--- config.mk ---
export PLATFORM = sky130hd
export DESIGN_NAME = prog_clockgen
export DESIGN_NICKNAME = d
export VERILOG_FILES = /design/src/rtl/prog_clockgen.sv
export SDC_FILE = /design/constraint.sdc
export NUM_CORES = 1
export LEC_CHECK = 0
export BUFFER_PORTS_ARGS = -buffer_cell sky130_fd_sc_hd__clkbuf_2
export CAP_MARGIN = 15
export CORE_ASPECT_RATIO = 2
export CORE_MARGIN = 4
export CORE_UTILIZATION = 55
export CTS_CLUSTER_DIAMETER = 200
export CTS_CLUSTER_SIZE = 16
export DETAILED_ROUTE_END_ITERATION = 10
export PLACE_DENSITY = 0.76
export REMOVE_ABC_BUFFERS = 1
export SETUP_SLACK_MARGIN = 0.15
export SYNTH_ARGS = -nofsm -noshare
export SYNTH_HDL_FRONTEND = slang
export SYNTH_SLANG_ARGS = --single-unit
--- constraint.sdc ---
create_clock -name clock -period 3.2 [get_ports clock]
set_clock_uncertainty 0.1 [all_clocks]
set_input_delay 0.16 -clock clock [delete_from_list [all_inputs] [get_ports clock]]
set_output_delay 0.16 -clock clock [all_outputs]
set_load 0.02 [all_outputs]
--- src/rtl/prog_clockgen.sv ---
// Programmable multi-channel clock-enable generator. Each channel emits a one-cycle pulse every div_active+1 cycles.
// Latency: the first pulse is registered on the (div_active+1)-th edge that samples run=1. Outputs are registered.
// Backpressure: none. Divisor writes are staged in a shadow register and promoted at the next terminal count, or at once when stopped.
module prog_clockgen #(
    parameter int NCH       = 4,
    parameter int DIVW      = 18,
    parameter int SELW      = 2,
    parameter int RESET_DIV = 200000
) (
    input  logic            clock,
    input  logic            reset,
    input  logic [NCH-1:0]  run,
    input  logic [NCH-1:0]  oneshot,
    input  logic            sync,
    input  logic            div_wr,
    input  logic [SELW-1:0] div_sel,
    input  logic [DIVW-1:0] div_data,
    output logic [NCH-1:0]  clocken,
    output logic [NCH-1:0]  done
);

    localparam logic [DIVW-1:0] RST_DIV = DIVW'(RESET_DIV);

    // Per-channel state
    logic [DIVW-1:0] cnt_q      [NCH];
    logic [DIVW-1:0] cnt_d      [NCH];
    logic [DIVW-1:0] act_q      [NCH];
    logic [DIVW-1:0] act_d      [NCH];
    logic [DIVW-1:0] shd_q      [NCH];
    logic [DIVW-1:0] shd_d      [NCH];
    logic [DIVW-1:0] load_val   [NCH];
    logic [NCH-1:0]  wr_hit;
    logic [NCH-1:0]  armed_q;
    logic [NCH-1:0]  armed_d;
    logic [NCH-1:0]  clocken_d;
    logic [NCH-1:0]  done_d;

    // Decode the divisor write. An out-of-range select matches no channel.
    // A write landing on a reload edge bypasses the shadow so that its data is what gets loaded.
    always_comb begin
        for (int i = 0; i < NCH; i++) begin
            wr_hit[i]   = div_wr && (int'(div_sel) == i);
            load_val[i] = wr_hit[i] ? div_data : shd_q[i];
        end
    end

    // Next-state logic per channel. Priority is sync, then stopped, then disarmed, then counting.
    always_comb begin
        for (int i = 0; i < NCH; i++) begin
            cnt_d[i]     = cnt_q[i];
            act_d[i]     = act_q[i];
            shd_d[i]     = load_val[i];
            armed_d[i]   = armed_q[i];
            clocken_d[i] = 1'b0;
            done_d[i]    = done[i];

            if (sync || !run[i]) begin
                // Restart the channel phase-aligned and pick up any pending divisor.
                cnt_d[i]   = '0;
                act_d[i]   = load_val[i];
                armed_d[i] = 1'b1;
                done_d[i]  = 1'b0;
            end else if (!armed_q[i]) begin
                // Oneshot has fired. Park at zero until run is dropped.
                cnt_d[i] = '0;
            end else if (cnt_q[i] == act_q[i]) begin
                // Terminal count. Pulse, then promote the shadow divisor for the next period.
                cnt_d[i]     = '0;
                act_d[i]     = load_val[i];
                clocken_d[i] = 1'b1;
                if (oneshot[i]) begin
                    armed_d[i] = 1'b0;
                    done_d[i]  = 1'b1;
                end
            end else begin
                cnt_d[i] = cnt_q[i] + DIVW'(1);
            end
        end
    end

    // State register with synchronous reset. Reset overrides every other input.
    always_ff @(posedge clock) begin
        if (reset) begin
            for (int i = 0; i < NCH; i++) begin
                cnt_q[i] <= '0;
                act_q[i] <= RST_DIV;
                shd_q[i] <= RST_DIV;
            end
            armed_q <= '1;
            clocken <= '0;
            done    <= '0;
        end else begin
            for (int i = 0; i < NCH; i++) begin
                cnt_q[i] <= cnt_d[i];
                act_q[i] <= act_d[i];
                shd_q[i] <= shd_d[i];
            end
            armed_q <= armed_d;
            clocken <= clocken_d;
            done    <= done_d;
        end
    end

endmodule

* Word level (Yosys, flattened, before mapping) *
Memories as Yosys holds them, arrays and structs flattened.
Index checks and enable logic that the tools add are counted.

cells by class
  add/subtract/negate cells = 4
  equality and inequality tests = 7
  mux-type cells = 59
  bitwise operators = 16
  reductions and logical operators = 25

operators with widths
  kind                                                                   count
  18-bit two-way mux                                                     40
  18-bit by 1-bit adder with 18-bit output, second input constant        4
  18-bit equality test                                                   4
  1-bit two-way mux                                                      19
  1-bit OR                                                               12
  3-bit AND reduction                                                    4
  3-bit OR reduction                                                     4
  2-bit OR reduction                                                     4
  2-bit equality test, second input constant                             2
  1-bit logical AND                                                      4
  1-bit zero test                                                        4
  1-bit logical OR                                                       4
  1-bit NOT                                                              4
  2-bit by 1-bit equality test with 1-bit output, second input constant  1
  2-bit zero test                                                        1

word-level totals
  flip-flop bits (word level) = 12
  memory bits (writable) = 216
  input port bits = 32
  output and inout bits = 8
  word-level logic and storage cells = 126
  memories = 3

memory list
  name   depth  width  rd ports  clocked after memory_dff  wr ports  line  text
  act_q  4      18     4         0                         4         27    logic [DIVW-1:0] act_q [NCH];
  cnt_q  4      18     4         0                         4         25    logic [DIVW-1:0] cnt_q [NCH];
  shd_q  4      18     4         0                         4         29    logic [DIVW-1:0] shd_q [NCH];

* Longest topological paths before layout *
  word-level depth = 7
  mapped depth = 8
  depth with buffers taken out = 6

* Least setup slack after synthesis *
Ideal clock, no wire load.

  kind = register -> register
  start point = memory cnt_q[2][16]
  end point = memory act_q[2][10]
  setup time = 121 ps
  data arrival time = 1887 ps
  required time = 2979 ps
  setup slack = 1092 ps
  stages on the path, launching flop included = 7
  path buffers = 1
  clock period less this slack = 2108 ps
  cells stage by stage = dfxtp_1 xnor2_1 o221ai_1 or3_1 buf_2 o311ai_4 mux2_2

RTL lines
  item                line
  start: declaration  25
  end: declaration    27

==> metrics <==
IO Port Bufs 39; vias per inst 5.49; max_slew headroom 45.3%; total gr overflow 0; row cnt 66; CTS Sinks 228; HPWL after DPL 14.5 mm; vias in the first global route 6842; Total Routed Length 20.2 mm; CP Launch Type flip-flop; synth cell count leaders 228 x dfxtp_1, 129 x nand2_1, 97 x nor2_1, 80 x xor2_1, 72 x a21oi_1; Final #Nets 1083; Setup crit end kind flip-flop; crit path buf inv count 0; largest net degree at the start of global routing 92; first-pass GRT wire length 33.7 mm; synthesized instance count 1004; fraction of registers with async set or reset after synthesis 0%; Cell Count, Final, Fillers Out 1251; #FFs+latches synth 228; Period minus WS final 2.53 ns; share of the cycle needed by the critical path after routing 79.0%; Layout Utilization 62.4%; clock root cell clkbuf_16; Yosys top cell area share 49.8%; routed len/inst 16.1 um; most common cell in the netlist dfxtp_1; CP Cell Sequence xor2_1 > nor4_1 > nand4_1 > o311ai_4 > mux2_2; drc violations 0; worst path required time 3.46 ns; status finished clean; number of antenna violations at the first check in global routing 0; Die Y 191 um; Worst path slowest cell o311ai_4; max cap viols 0; Layout fillers 1353; Design Area, Final 0.0102 mm2; Starting Density 56.0%; drt pass-1 iters 5; worst skew pair latency 0.48 ns; GPL Wtd Cong 0.848; core area 0.0164 mm2; static leakage 3.89 nW; layout cells sized above 1 9.93%; Top Family by Delay on Critical Path compound AO/OA/AOI/OAI gates; die area 0.0189 mm2; io pins 40; DR vias 6865; # diodes 0; Cell Area, Placed 0.00951 mm2; Clock Path Buffers 3; setup tns final 0 ns; chip width 99.3 um; number of buffers created by CTS 18; pins over their slew limit 0; worst path arrival time 2.79 ns; Synth area leader dfxtp_1; dpl cells 1211; Fin Hold WS 0.00250 ns; EDFF count, synth 0; Clock Pin Slew Worst Setup and Hold Paths 0.07 ns; RSZ-0062 raised after global routing false; Area contributors post-synth dfxtp_1 50%, xor2_1 7.6%, nand2_1 5.3%, xnor2_1 5.2%, nor2_1 4.0%; TritonCTS clock tree built; critical path peak fanout 14; Distinct cells, synth 44; Avg Cell Area, Syn 9.12 um2; Final Hold Viols 0; H-tree level count 1; pwr dens 513 mW/mm2; Tot GR Track Use 21.8%; P&R area growth vs syn 11.4%; Seq/Total Area, Yosys 49.8%; r2r setup slk 0.67 ns; Worst-Margin Slew 0.819 ns; DR iter-0 viols 319; CP peak stage delay 0.69 ns; VDD IR max 254 uV; worst hold path type input pin to flip-flop; post-CTS setup buffers 0; Peak Freq 396 MHz; Post-DRT Antenna Nets 0; synth warn 0; critical path type flip-flop to flip-flop; Final Setup Violations 0; Post-Synthesis Cell Area 0.00916 mm2; Synth Flop Type dfxtp_1
## flip-flops by register name, indices dropped and copies added (netlist names)
name / count
act_q: 72
armed_q: 4
clocken: 4
cnt_q: 72
done: 4
shd_q: 72
## layout make-up
type	instances	area, um2	share of cell area, %
timing repair buffer	70	490	4.81
multi-input combinational	690	4260	41.7
clock inverter	1	16.3	0.159
clock buffer	19	475	4.66
inverter	39	146	1.43
tap	204	255	2.50
sequential	228	4560	44.7
## what timing repair did
action | in CTS | in global routing
hold endpoints to repair | 60 | 0
hold buffers | 20 | 0
resized for setup | 0 | 0
## metrics by stage
stage	power, mW	worst slack (ns)
2_1_floorplan	3.14	0.952
3_3_place_gp	3.25	0.717
3_5_place_dp	3.26	0.692
4_1_cts	5.27	0.664
5_1_grt	5.42	0.505
6_report	5.23	0.672
## layer usage
metal  vias up  wire length [um]  track usage [%]
met2       121             10500             40.2
li1       3502                 -                -
met5         -                 0                0
met1      3177              7780             24.3
met4         0              1240             11.5
met3        65               627             2.34
## cells in the final DEF (no fill, tap or decap), types with 2 or more instances in the layout
| cell | n |
|---|---|
| a31oi_1 | 4 |
| o211ai_2 | 3 |
| clkbuf_2 | 38 |
| a22o_1 | 15 |
| nor2b_1 | 2 |
| nand3_1 | 36 |
| nand4_1 | 17 |
| nand2_1 | 129 |
| and4_1 | 5 |
| xor2_1 | 80 |
| and2_1 | 6 |
| a32o_1 | 24 |
| o2bb2ai_1 | 12 |
| clkbuf_16 | 19 |
| a32oi_1 | 6 |
| nor2_1 | 97 |
| dfxtp_1 | 228 |
| or2_2 | 14 |
| a21oi_1 | 72 |
| and3_1 | 28 |
| a22oi_1 | 6 |
| nor3_1 | 31 |
| xnor2_1 | 54 |
| inv_1 | 39 |
| ha_1 | 4 |
| or3_1 | 2 |
| mux2_2 | 12 |
| o21ai_1 | 2 |
| dlygate4sd3_1 | 20 |
| buf_4 | 10 |
| nor4_1 | 16 |
## where the power goes
group | switching, mW | internal (mW) | leakage (nW)
Combinational | 0.171 | 0.109 | 1.80
Sequential | 0.0336 | 2.90 | 1.85
Clock | 0.961 | 1.06 | 0.241
## tightest hold or removal path, cell delays in order
cell and delay, ns:
clkbuf_2 0.08, nor2_1 0.11, a21oi_1 0.18
## final timing paths
check,startpoint,cells after the start,end
worst min register to register,shd_q[3][12]$_SDFF_PP0_,2,shd_q[3][12]$_SDFF_PP0_
worst max register to register,cnt_q[2][14]$_SDFF_PP0_,5,act_q[2][17]$_SDFFE_PP1P_
worst min-delay path,div_data[11],3,shd_q[2][11]$_SDFF_PP1_
worst max-delay path,cnt_q[2][14]$_SDFF_PP0_,5,act_q[2][17]$_SDFFE_PP1P_
## logic make-up after synthesis
logic type	count (synthesis)	share of synthesized area, %
XOR/XNOR	134	12.8
AO/OA/AOI/OAI	151	11.8
AND/OR/NAND/NOR	389	19.8
flip-flops	228	49.8
multiplexers	12	1.48
adder cells (fa/ha/maj)	4	0.546
buffers and inverters	86	3.77
Power figures use the tool's default switching activity.
